===== src/rtl/pwm_plane_driver_pkg.sv =====
// Shared constants for the LED-cube plane PWM driver: command bit positions and rs encoding.
package pwm_plane_driver_pkg;

  localparam int CMD_PTR_CLR     = 0;
  localparam int CMD_COMMIT      = 1;
  localparam int CMD_OUT_EN      = 2;
  localparam int CMD_AUTO_COMMIT = 3;

  localparam logic RS_CMD  = 1'b1;
  localparam logic RS_DATA = 1'b0;

  // Index width for a counter over n states; a single-state counter still needs one bit.
  function automatic int idxWidth(input int n);
    return (n > 1) ? $clog2(n) : 1;
  endfunction

endpackage


===== src/rtl/pwm_plane_driver_channel.sv =====
// One PWM channel: active duty register, phase-offset compare and registered output.
// PHASE_OFS is supplied by the top (non-zero only when PWM_PHASE_SHIFT_EN is defined).
module pwm_channel #(
  parameter int C_WIDTH   = 5,
  parameter int PHASE_OFS = 0
) (
  input  logic               clk,
  input  logic               reset,
  input  logic               load,
  input  logic               outEn,
  input  logic [C_WIDTH-1:0] dutyIn,
  input  logic [C_WIDTH-1:0] counter,
  output logic               pwmOut
);

  logic [C_WIDTH-1:0] active;
  logic [C_WIDTH-1:0] phaseCnt;

  // Addition wraps naturally modulo 2**C_WIDTH.
  assign phaseCnt = counter + C_WIDTH'(PHASE_OFS);

  always_ff @(posedge clk or negedge reset) begin
    if (!reset) begin
      active <= '0;
      pwmOut <= 1'b0;
    end else begin
      if (load) active <= dutyIn;
      pwmOut <= outEn & (phaseCnt < active);
    end
  end

endmodule


===== src/rtl/pwm_plane_driver.sv =====
// Multi-channel PWM plane driver with shadow/active double buffering and commit on period wrap.
// Optional build macro PWM_PHASE_SHIFT_EN staggers channel phases by 2**C_WIDTH/OUT_NUM ticks.
module pwm_plane_driver
  import pwm_plane_driver_pkg::*;
#(
  parameter int OUT_NUM  = 8,
  parameter int D_WIDTH  = 8,
  parameter int C_WIDTH  = 5,
  parameter int PRESCALE = 1
) (
  input  logic               clk,
  input  logic               reset,
  input  logic [D_WIDTH-1:0] dataIn,
  input  logic               dataEn,
  input  logic               rs,
  output logic [OUT_NUM-1:0] pwmOut
);

  localparam int PTR_W = idxWidth(OUT_NUM);
  localparam int PS_W  = idxWidth(PRESCALE);
  localparam logic [PTR_W-1:0] PTR_LAST = PTR_W'(OUT_NUM - 1);
  localparam logic [PS_W-1:0]  PS_LAST  = PS_W'(PRESCALE - 1);

`ifdef PWM_PHASE_SHIFT_EN
  localparam int PHASE_STEP = (2 ** C_WIDTH) / OUT_NUM;
`else
  localparam int PHASE_STEP = 0;
`endif

  logic               dataEnQ;
  logic               writeStb, cmdWr, dataWr;
  logic [PTR_W-1:0]   ptr;
  logic               outEn, autoCommit, commitPending;
  logic               commitSet, doCommit;
  logic [PS_W-1:0]    presc;
  logic [C_WIDTH-1:0] counter;
  logic               tick, wrapTick;
  logic [C_WIDTH-1:0] shadow     [OUT_NUM];
  logic [C_WIDTH-1:0] shadowNext [OUT_NUM];
  logic               unusedBus;

  // Upper bus bits carry no meaning for commands or duties.
  assign unusedBus = ^dataIn;

  assign writeStb = dataEn & ~dataEnQ;
  assign cmdWr    = writeStb & (rs == RS_CMD);
  assign dataWr   = writeStb & (rs == RS_DATA);

  assign tick     = (presc == PS_LAST);
  assign wrapTick = tick & (counter == {C_WIDTH{1'b1}});

  assign commitSet = (cmdWr & dataIn[CMD_COMMIT])
                   | (dataWr & autoCommit & (ptr == PTR_LAST));
  assign doCommit  = wrapTick & (commitPending | commitSet);

  // A data write landing in the wrap cycle must be part of the copy, so channels load from here.
  always_comb begin
    for (int i = 0; i < OUT_NUM; i++) shadowNext[i] = shadow[i];
    if (dataWr) shadowNext[ptr] = dataIn[C_WIDTH-1:0];
  end

  always_ff @(posedge clk or negedge reset) begin
    if (!reset) begin
      dataEnQ       <= 1'b0;
      ptr           <= '0;
      outEn         <= 1'b0;
      autoCommit    <= 1'b0;
      commitPending <= 1'b0;
      presc         <= '0;
      counter       <= '0;
      for (int i = 0; i < OUT_NUM; i++) shadow[i] <= '0;
    end else begin
      dataEnQ <= dataEn;

      if (cmdWr) begin
        outEn      <= dataIn[CMD_OUT_EN];
        autoCommit <= dataIn[CMD_AUTO_COMMIT];
      end

      if (cmdWr && dataIn[CMD_PTR_CLR]) ptr <= '0;
      else if (dataWr)                  ptr <= (ptr == PTR_LAST) ? '0 : ptr + 1'b1;

      if (doCommit)       commitPending <= 1'b0;
      else if (commitSet) commitPending <= 1'b1;

      presc <= tick ? '0 : presc + 1'b1;
      if (tick) counter <= counter + 1'b1;

      for (int i = 0; i < OUT_NUM; i++) shadow[i] <= shadowNext[i];
    end
  end

  for (genvar gi = 0; gi < OUT_NUM; gi++) begin : gChan
    pwm_channel #(
      .C_WIDTH   (C_WIDTH),
      .PHASE_OFS (gi * PHASE_STEP)
    ) uChan (
      .clk     (clk),
      .reset   (reset),
      .load    (doCommit),
      .outEn   (outEn),
      .dutyIn  (shadowNext[gi]),
      .counter (counter),
      .pwmOut  (pwmOut[gi])
    );
  end

endmodule


===== config.mk =====
export PLATFORM = sky130hd
export DESIGN_NAME = pwm_plane_driver
export DESIGN_NICKNAME = d
export VERILOG_FILES = /design/src/rtl/pwm_plane_driver_pkg.sv /design/src/rtl/pwm_plane_driver_channel.sv /design/src/rtl/pwm_plane_driver.sv
export SDC_FILE = /design/constraint.sdc
export NUM_CORES = 1
export LEC_CHECK = 0
export ABC_AREA = 1
export CAP_MARGIN = 5
export CORE_UTILIZATION = 48
export DETAILED_ROUTE_END_ITERATION = 12
export GPL_TIMING_DRIVEN = 0
export PLACE_DENSITY = 0.68
export SETUP_SLACK_MARGIN = 0.2
export SYNTH_ARGS = -nofsm -noshare
export SYNTH_HDL_FRONTEND = slang
export SYNTH_SLANG_ARGS = --single-unit

===== constraint.sdc =====
create_clock -name clk -period 1.6 [get_ports clk]
set_input_delay 0.32 -clock clk [delete_from_list [all_inputs] [get_ports clk]]
set_output_delay 0.32 -clock clk [all_outputs]
set_load 0.1 [all_outputs]

==> results of run 1 <==
## routing by layer
layer,wire length (um),vias to the layer above,GRT usage (%)
met5,0,-,0
met1,5550,1948,32.4
met2,5680,79,36.6
met3,589,13,3.51
li1,-,1949,-
met4,173,0,7.76
## cell usage after synthesis
master | count | share of area (%)
sky130_fd_sc_hd__nand2_1 | 256 | 19
sky130_fd_sc_hd__dfrtp_1 | 100 | 50
sky130_fd_sc_hd__inv_1 | 47 | 3.5
sky130_fd_sc_hd__ha_1 | 36 | 9.0
sky130_fd_sc_hd__nand4_1 | 31 | 3.9
sky130_fd_sc_hd__a21oi_1 | 24 | 2.4
sky130_fd_sc_hd__buf_4 | 14 | 2.1
sky130_fd_sc_hd__buf_2 | 12 | 1.2
sky130_fd_sc_hd__nand3_1 | 11 | 1.1
sky130_fd_sc_hd__o21ai_0 | 11 | 1.1
sky130_fd_sc_hd__nor2_1 | 9 | 0.68
sky130_fd_sc_hd__nor3_1 | 8 | 0.80
sky130_fd_sc_hd__nand3_2 | 7 | 1.4
sky130_fd_sc_hd__buf_6 | 4 | 0.90
sky130_fd_sc_hd__nor2_2 | 4 | 0.50
sky130_fd_sc_hd__clkbuf_2 | 3 | 0.30
sky130_fd_sc_hd__clkinv_1 | 2 | 0.15
sky130_fd_sc_hd__xor2_1 | 2 | 0.35
sky130_fd_sc_hd__clkbuf_1 | 1 | 0.075
sky130_fd_sc_hd__inv_2 | 1 | 0.075
sky130_fd_sc_hd__mux2_2 | 1 | 0.23
sky130_fd_sc_hd__nand2_2 | 1 | 0.13
sky130_fd_sc_hd__nor2_4 | 1 | 0.23
sky130_fd_sc_hd__o21ai_2 | 1 | 0.18
sky130_fd_sc_hd__o22ai_1 | 1 | 0.13
## state kept, by name, indices dropped and copies added, names as in the netlist
name,count
autoCommit,1
commitPending,1
counter,5
dataEnQ,1
gChan.uChan.active,40
gChan.uChan.pwmOut,8
outEn,1
ptr,3
shadow,40
## worst min-delay path, cell delays in order
cell and delay [ns]:
sky130_fd_sc_hd__buf_4 0.16, sky130_fd_sc_hd__nand4_1 0.11, sky130_fd_sc_hd__nand2_1 0.07
## layout make-up
cell class                 instances  area share, %
multi-input combinational        404           38.4
clock buffer                      12           2.75
timing repair buffer              29           5.26
tap                              133           2.77
sequential                       100           41.9
buffer                            34           5.05
inverter                          50           3.13
clock inverter                     3          0.751
## cell usage in the layout (no fill, tap or decap), types with 2 or more instances in the layout
cell type                    instances
sky130_fd_sc_hd__nand3_1            10
sky130_fd_sc_hd__a21oi_1            19
sky130_fd_sc_hd__nand2_4             4
sky130_fd_sc_hd__nor3_1              8
sky130_fd_sc_hd__buf_6              17
sky130_fd_sc_hd__buf_4              23
sky130_fd_sc_hd__dfrtp_1            94
sky130_fd_sc_hd__buf_12              2
sky130_fd_sc_hd__nand4_1            31
sky130_fd_sc_hd__nand3_2             8
sky130_fd_sc_hd__clkbuf_2            4
sky130_fd_sc_hd__inv_2               2
sky130_fd_sc_hd__ha_1               26
sky130_fd_sc_hd__xor2_1              2
sky130_fd_sc_hd__nor2_4              4
sky130_fd_sc_hd__nor2_2              5
sky130_fd_sc_hd__buf_2               6
sky130_fd_sc_hd__nand2_1           241
sky130_fd_sc_hd__nor2_1              5
sky130_fd_sc_hd__clkinv_1            2
sky130_fd_sc_hd__dfrtp_4             2
sky130_fd_sc_hd__ha_4                9
sky130_fd_sc_hd__nand2_2            12
sky130_fd_sc_hd__dfrtp_2             4
sky130_fd_sc_hd__o21ai_0            11
sky130_fd_sc_hd__clkinvlp_4          2
sky130_fd_sc_hd__inv_1              46
sky130_fd_sc_hd__clkbuf_8           12
sky130_fd_sc_hd__a21oi_2             5
sky130_fd_sc_hd__buf_8               5
## power groups by stage
stage / Combinational [mW] / Clock [mW] / Sequential (mW)
final: 2.50 / 1.72 / 3.69
after global routing: 2.85 / 1.83 / 3.77
after CTS: 2.35 / 1.73 / 3.67
after detailed placement: 2.28 / 0 / 3.72
after global placement: 2.17 / 0 / 3.71
after floorplan: 1.80 / 0 / 3.63
## stage by stage
step	setup slack [ns]	total power, mW	instances	util (%)	area (um^2)
6_report	-0.00893	7.91	765	60.5	6000
5_1_grt	-0.0519	8.45	765	60.5	6000
4_1_cts	0.0365	7.74	756	57.3	5680
3_5_place_dp	-0.321	6.00	733	54.0	5350
3_3_place_gp	-3.93	5.88	732	53.8	5330
2_1_floorplan	0.178	5.43	588	-	5050
## worst max path at each step
stage / startpoint / endpoint / slack [ns] / cells past startpoint
after floorplan: ptr[1] / gChan[0].uChan.active[0] / 0.18 / 9
after global placement: reset / counter[1] / -3.93 / 1
after detailed placement: rs / gChan[6].uChan.active[2] / -0.32 / 8
after CTS: counter[1] / gChan[5].uChan.active[1] / 0.04 / 9
after global routing: ptr[0] / gChan[5].uChan.active[2] / -0.05 / 10
final: ptr[0] / gChan[5].uChan.active[2] / -0.009 / 10
## logic make-up after synthesis
| logic type | synth area share (%) |
|---|---|
| and+or+nand+nor | 28.0 |
| adders and majority gates | 9.04 |
| AOI/OAI and AO/OA | 3.82 |
| DFF | 50.2 |
| buffers and inverters | 8.36 |
| xor gates and xnor gates | 0.351 |
| muxes | 0.226 |
## timing repair
item / CTS / global route
gates cloned: 0 / 3
setup buffers: 7 / 6
setup endpoints to repair: 76 / 65
hold endpoints to repair: 44 / 0
pin swaps: 2 / 11
hold buffers: 1 / 0
resized for setup: 71 / 54
==> results_tabular.tex, run 1 <==
\begin{tabular}{lr}
\hline
Metric & Value \\
\hline
\multicolumn{2}{l}{\textbf{STA}} \\
\quad Setup TNS & -0.00893 ns \\
\quad Period minus WS final & 1.61 ns \\
\quad RSZ-0062 raised after global routing & true \\
\quad Fin Hold WS & 0.327 ns \\
\quad Slew @ Worst Pin & 0.611 ns \\
\quad Final cycle utilization of the critical path & 101\% \\
\quad Number of hold violations in the final report & 0 \\
\quad Setup violations, final & 1 \\
\quad Setup skew after layout & 0.0117 ns \\
\quad Final WS setup & -0.00893 ns \\
\quad Slew Limit Headroom & 59.3\% \\
\quad Count of final max-slew check failures & 0 \\
\quad Highest Clock Rate & 622 MHz \\
\multicolumn{2}{l}{\textbf{Logic synthesis}} \\
\quad Number of synthesized register bits & 100 \\
\quad Count of distinct cell types in the synthesized netlist & 25 \\
\quad Yosys synthesis warning count & 0 \\
\quad Share of synthesized area occupied by flip-flops and latches & 50.2\% \\
\quad Mapped Nets & 636 \\
\quad Syn Area/Cell & 8.48 um\^{}2 \\
\quad Cell area after technology mapping & 0.00498 mm\^{}2 \\
\quad Mapped Cells & 588 \\
\multicolumn{2}{l}{\textbf{Global routing}} \\
\quad Initial antenna violation count & 0 \\
\quad GRT Residual Overflow & 0 \\
\quad Overall fraction of global-route tracks in use & 23.0\% \\
\quad Via count of the first global-routing pass & 3955 \\
\quad Wire length of the first global-routing pass & 19400 um \\
\quad Largest net degree at the start of global routing & 57 \\
\multicolumn{2}{l}{\textbf{Setup path}} \\
\quad Cell family with the largest share of critical-path delay & simple AND/OR/NAND/NOR gates \\
\quad Delay of the slowest cell on the worst path & 0.45 ns \\
\quad Max stage delay cell, worst path & sky130\_fd\_sc\_hd\_\_dfrtp\_1 \\
\quad Total buffers and inverters traversed by the critical path & 2 \\
\quad Critical Setup Path Class & reg -> reg \\
\quad Flop2flop setup slack & -0.009 ns \\
\quad Critical path startpoint category & flip-flop \\
\quad Kind of end point of the critical path & flip-flop \\
\quad Arrival time of the worst setup path & 1.92 ns \\
\quad R2r endpoint & gChan[5].uChan.active[2] \\
\quad Largest fanout of any net on the critical path & 7 \\
\quad R2R cell count & 10 \\
\quad Required time of the critical path & 1.91 ns \\
\quad Critical path cell sequence & ha\_4, ha\_4, nand2\_4, nor2\_4, nor2\_4, nor2\_4, buf\_12, clkbuf\_16, nand2\_2, nand2\_1 \\
\quad Reg-to-reg critical path startpoint & ptr[0] \\
\quad Library cell appearing most often on the critical path & sky130\_fd\_sc\_hd\_\_nor2\_4 \\
\multicolumn{2}{l}{\textbf{Detailed routing}} \\
\quad Number of DRC markers after the initial detailed-route iteration & 197 \\
\quad DRC errors left & 0 \\
\quad Via density per instance & 5.21 \\
\quad Remaining antenna violation count & 0 \\
\quad DR WL/cell & 15.7 um \\
\quad Length of the first detailed-routing pass in iterations & 4 \\
\quad Final Routed Wirelength & 12000 um \\
\quad Vias after detailed routing & 3989 \\
\multicolumn{2}{l}{\textbf{Power and ir drop}} \\
\quad Internal Pwr Total & 5.08 mW \\
\quad Combinational Power Share & 31.6\% \\
\quad Switching Share & 35.8\% \\
\quad Leakage & 3.13 nW \\
\quad Sw Pwr & 2.83 mW \\
\quad Power per standard cell area & 1320 mW/mm\^{}2 \\
\quad Relative contribution of the clock network to total power & 21.7\% \\
\quad VDD IR max & 0.741 mV \\
\quad Flop pwr share & 46.7\% \\
\multicolumn{2}{l}{\textbf{Clocking}} \\
\quad CTS Sinks & 100 \\
\quad Clock transition at the register clock pins on the worst setup and hold paths after CTS & 0.10 ns \\
\quad H-tree Lvls & 3 \\
\quad Number of buffers created by CTS & 9 \\
\quad Skew-Pair Late Insertion Delay & 0.37 ns \\
\quad Root cell of the clock tree & sky130\_fd\_sc\_hd\_\_clkbuf\_8 \\
\quad TritonCTS clock tree & built \\
\quad Maximum buffer depth of the clock tree & 2 \\
\multicolumn{2}{l}{\textbf{Placed design}} \\
\quad Final weighted congestion in routability-driven placement & 0.837 \\
\quad Number of I/O port buffers & 11 \\
\quad Post-DP HPWL & 7610 um \\
\multicolumn{2}{l}{\textbf{Layout}} \\
\quad Layout cells sized above 1 & 21.2\% \\
\quad Diode insertion count for antenna repair & 0 \\
\quad Area occupied by multi-input gates & 0.00230 mm\^{}2 \\
\quad Storage cell area & 0.00251 mm\^{}2 \\
\quad Nets & 676 \\
\quad Number of filler cells placed in the layout & 849 \\
\quad Area grow syn2layout & 20.3\% \\
\multicolumn{2}{l}{\textbf{Floorplan}} \\
\quad Initial core utilization & 50.3\% \\
\quad Core area & 0.00991 mm\^{}2 \\
\quad Number of placement rows & 36 \\
\quad Die outline area & 0.0108 mm\^{}2 \\
\quad Number of I/O pins & 20 \\
\quad Floorplan die width & 104 um \\
\quad Chip Height & 104 um \\
\multicolumn{2}{l}{\textbf{Hold path}} \\
\quad Class of the most critical hold timing path & in -> reg \\
\quad Launch instance of the worst min-delay path & dataIn[1] \\
\quad End point of the most critical hold path & shadow[36] \\
\quad Number of cells on the worst hold path & 3 \\
\multicolumn{2}{l}{\textbf{Status}} \\
\quad Failing checks & setup timing \\
\quad Run status & finished with violations \\
\multicolumn{2}{l}{\textbf{Flow run}} \\
\quad Max cap viols & 0 \\
\hline
\end{tabular}
(Power assumes the default switching activity.)
==> run 2: changes to the inputs <==
--- a/config.mk
+++ b/config.mk
@@ -5,7 +5,6 @@
 export SDC_FILE = /design/constraint.sdc
 export NUM_CORES = 1
 export LEC_CHECK = 0
-export ABC_AREA = 1
 export CAP_MARGIN = 5
 export CORE_UTILIZATION = 48
 export DETAILED_ROUTE_END_ITERATION = 12
==> run 2 against run 1 <==
The run still ends with setup timing left. Critical path depth decreased by 5. Setup slack got worse by 0.53 ns. Global-route usage decreased by 2.1 points. Core utilization up 3.3 points. Clock skew grew 0.0012 ns. Area after synthesis shrank 5.6%. Flip-flop and latch count unchanged. Combinational power decreased by 18%. Via count is 31% lower. Power down 9.9%. Fmax decreased by 25%. Final cell count down 31%. Critical path type unchanged. Largest cell class unchanged. Highest routed layer unchanged.
==> results_tabular.tex, run 2 <==
\begin{tabular}{lr}
\hline
Metric & Value \\
\hline
\multicolumn{2}{l}{\textbf{Placed design}} \\
\quad Cells after DPL & 492 \\
\quad Number of I/O port buffers & 16 \\
\quad Final weighted congestion in routability-driven placement & 0.806 \\
\quad Instance area after placement & 0.00509 mm\^{}2 \\
\quad Worst setup slack before clock tree synthesis & -1.16 ns \\
\quad Post-DP HPWL & 5530 um \\
\multicolumn{2}{l}{\textbf{Setup path}} \\
\quad Worst Setup EP & gChan[4].uChan.active[3] \\
\quad Delay of the slowest cell on the worst path & 0.50 ns \\
\quad Required time of the critical path & 1.86 ns \\
\quad Critical path cell sequence & or3b\_4, or4b\_4, buf\_6, mux2\_4, mux2\_4 \\
\quad Cell family with the largest share of critical-path delay & simple AND/OR/NAND/NOR gates \\
\quad Kind of end point of the critical path & flip-flop \\
\quad Total buffers and inverters traversed by the critical path & 1 \\
\quad Max stage delay cell, worst path & sky130\_fd\_sc\_hd\_\_or4b\_4 \\
\quad Critical path startpoint category & flip-flop \\
\quad Arrival time of the worst setup path & 2.40 ns \\
\quad Reg-to-reg critical path startpoint & dataEnQ \\
\quad Largest fanout of any net on the critical path & 5 \\
\quad R2R cell count & 5 \\
\quad Critical Setup Path Class & reg -> reg \\
\quad R2r endpoint & gChan[4].uChan.active[3] \\
\quad Worst path depth & 5 \\
\quad Library cell appearing most often on the critical path & sky130\_fd\_sc\_hd\_\_mux2\_4 \\
\quad Worst Setup SP & dataEnQ \\
\quad Flop2flop setup slack & -0.54 ns \\
\multicolumn{2}{l}{\textbf{Logic synthesis}} \\
\quad Xor/xnor share of the synthesized area & 0.372\% \\
\quad Top cell type's share of synthesized area & 53.2\% \\
\quad Mapped Cells & 346 \\
\quad Number of synthesized register bits & 100 \\
\quad Count of distinct cell types in the synthesized netlist & 32 \\
\quad Post-synthesis share of cell area spent on and, or, nand and nor gates & 6.22\% \\
\quad Dominant cell type by area after synthesis & sky130\_fd\_sc\_hd\_\_dfrtp\_1 \\
\quad Mux share of post-synthesis cell area & 21.2\% \\
\quad Synth top area cells & sky130\_fd\_sc\_hd\_\_dfrtp\_1 (53\%), sky130\_fd\_sc\_hd\_\_mux2\_2 (15\%), sky130\_fd\_sc\_hd\_\_ha\_1 (9.6\%) \\
\quad Post-synthesis adder-cell area fraction & 9.57\% \\
\quad Synth cell count leaders & sky130\_fd\_sc\_hd\_\_dfrtp\_1 (100), sky130\_fd\_sc\_hd\_\_mux2\_2 (62), sky130\_fd\_sc\_hd\_\_ha\_1 (36) \\
\quad Post-synth EDFFs & 0 \\
\quad Cell area after technology mapping & 0.00470 mm\^{}2 \\
\quad Flip-flop cell with the highest count after synthesis & sky130\_fd\_sc\_hd\_\_dfrtp\_1 \\
\quad Syn Area/Cell & 13.6 um\^{}2 \\
\quad Area fraction in compound gates after synthesis & 4.44\% \\
\quad Mapped Nets & 394 \\
\quad Count leader, synth & sky130\_fd\_sc\_hd\_\_dfrtp\_1 \\
\quad Dominant combinational cell family by area after synthesis & multiplexers \\
\quad Share of synthesized area occupied by flip-flops and latches & 53.2\% \\
\quad Synth async-reset ratio & 100\% \\
\quad Yosys synthesis warning count & 0 \\
\multicolumn{2}{l}{\textbf{Global routing}} \\
\quad Wire length of the first global-routing pass & 15300 um \\
\quad Initial antenna violation count & 1 \\
\quad Largest net degree at the start of global routing & 59 \\
\quad Via count of the first global-routing pass & 2917 \\
\quad Overall fraction of global-route tracks in use & 20.9\% \\
\quad GRT Residual Overflow & 0 \\
\multicolumn{2}{l}{\textbf{Clocking}} \\
\quad Skew-Pair Late Insertion Delay & 0.38 ns \\
\quad Root cell of the clock tree & sky130\_fd\_sc\_hd\_\_clkbuf\_8 \\
\quad TritonCTS clock tree & built \\
\quad Clock transition at the register clock pins on the worst setup and hold paths after CTS & 0.10 ns \\
\quad H-tree Lvls & 3 \\
\quad CTS Sinks & 100 \\
\quad Number of buffers created by CTS & 9 \\
\quad Maximum buffer depth of the clock tree & 2 \\
\multicolumn{2}{l}{\textbf{Detailed routing}} \\
\quad Vias after detailed routing & 2749 \\
\quad DRC errors left & 0 \\
\quad DR WL/cell & 18.2 um \\
\quad Number of DRC markers after the initial detailed-route iteration & 99 \\
\quad Remaining antenna violation count & 0 \\
\quad Final Routed Wirelength & 9670 um \\
\quad Length of the first detailed-routing pass in iterations & 4 \\
\quad Via density per instance & 5.18 \\
\multicolumn{2}{l}{\textbf{STA}} \\
\quad Setup TNS & -25.96 ns \\
\quad Count of final max-slew check failures & 0 \\
\quad Highest Clock Rate & 468 MHz \\
\quad Setup skew after layout & 0.0128 ns \\
\quad Fin Hold WS & 0.378 ns \\
\quad RSZ-0062 raised after global routing & true \\
\quad Final WS setup & -0.538 ns \\
\quad Period minus WS final & 2.14 ns \\
\quad Slew Limit Headroom & 58.2\% \\
\quad Setup violations, final & 80 \\
\quad Slew @ Worst Pin & 0.628 ns \\
\quad Final cycle utilization of the critical path & 134\% \\
\quad Number of hold violations in the final report & 0 \\
\multicolumn{2}{l}{\textbf{Status}} \\
\quad Failing checks & setup timing \\
\quad Run status & finished with violations \\
\multicolumn{2}{l}{\textbf{Layout}} \\
\quad Storage cell area & 0.00251 mm\^{}2 \\
\quad Nets & 445 \\
\quad Diode insertion count for antenna repair & 0 \\
\quad Post-route non-filler standard cell count & 531 \\
\quad Layout cells sized above 1 & 42.8\% \\
\quad Post-route cell area & 0.00598 mm\^{}2 \\
\quad Highest-count cells in the layout ignoring fill and taps & sky130\_fd\_sc\_hd\_\_dfrtp\_1 (95), sky130\_fd\_sc\_hd\_\_mux2\_4 (53), sky130\_fd\_sc\_hd\_\_inv\_1 (34), sky130\_fd\_sc\_hd\_\_mux2\_2 (29), sky130\_fd\_sc\_hd\_\_ha\_1 (26) \\
\quad Largest registers & gChan.uChan.active x40, shadow x40, gChan.uChan.pwmOut x8 \\
\quad Area grow syn2layout & 27.1\% \\
\quad Most frequent standard cell in the layout excluding fill and tap cells & sky130\_fd\_sc\_hd\_\_dfrtp\_1 \\
\quad Number of filler cells placed in the layout & 730 \\
\quad Post-layout util & 63.8\% \\
\quad Area occupied by multi-input gates & 0.00228 mm\^{}2 \\
\multicolumn{2}{l}{\textbf{Floorplan}} \\
\quad Number of placement rows & 35 \\
\quad Core area & 0.00937 mm\^{}2 \\
\quad Number of I/O pins & 20 \\
\quad Floorplan die width & 101 um \\
\quad Die outline area & 0.0102 mm\^{}2 \\
\quad Chip Height & 101 um \\
\quad Initial core utilization & 50.2\% \\
\multicolumn{2}{l}{\textbf{Hold path}} \\
\quad Launch instance of the worst min-delay path & dataEn \\
\quad Class of the most critical hold timing path & in -> reg \\
\multicolumn{2}{l}{\textbf{Power and ir drop}} \\
\quad Power Total & 7.12 mW \\
\quad Leakage & 2.78 nW \\
\quad Power per standard cell area & 1190 mW/mm\^{}2 \\
\quad VDD IR max & 0.632 mV \\
\multicolumn{2}{l}{\textbf{Flow run}} \\
\quad Max cap viols & 0 \\
\hline
\end{tabular}
[run 2: cell type report]
| type | count | area share, % |
|---|---|---|
| sequential | 100 | 42.0 |
| multi-input combinational | 196 | 38.1 |
| timing repair buffer | 40 | 8.66 |
| buffer | 16 | 2.95 |
| tap | 129 | 2.70 |
| clock buffer | 10 | 2.30 |
| inverter | 34 | 2.13 |
| clock inverter | 6 | 1.17 |
[run 2: routing by layer]
layer  vias to the layer above  global-route usage, %  wire (um)
met5                         -                      0          0
met4                         0                   7.92        191
met3                        17                   5.27        325
met2                        40                   34.8       4850
met1                      1398                   26.5       4310
li1                       1294                      -          -
[run 2: cell families (layout without fill, tap and decap cells)]
family | count (synthesis) | after routing
compound gates | 29 | 29
xor+xnor | 2 | 2
fa+ha+maj | 36 | 36
buf+inv | 50 | 106
flops | 100 | 100
mux | 82 | 82
simple gates | 47 | 47
[run 2: worst min-delay path by stage]
stage | cells after the start | end
after floorplan | 0 | autoCommit
after global placement | 1 | shadow[3]
after detailed placement | 1 | shadow[21]
after CTS | 1 | dataEnQ
after global routing | 1 | dataEnQ
final | 1 | dataEnQ
[run 2: power breakdown]
part	switching [mW]	leakage (nW)	internal [mW]	total, mW
Clock	0.916	0.0955	0.776	1.69
Sequential	0.252	1.31	3.13	3.39
Combinational	0.891	1.37	1.16	2.05
[run 2: what timing repair did]
item / 4_1_cts / 5_1_grt
cloned: 2 / 1
setup endpoints to repair: 98 / 95
hold buffers: 1 / 0
pin swaps: 11 / 5
endpoints found under the hold margin: 42 / 0
setup buffers: 15 / 4
gates resized for setup: 123 / 39
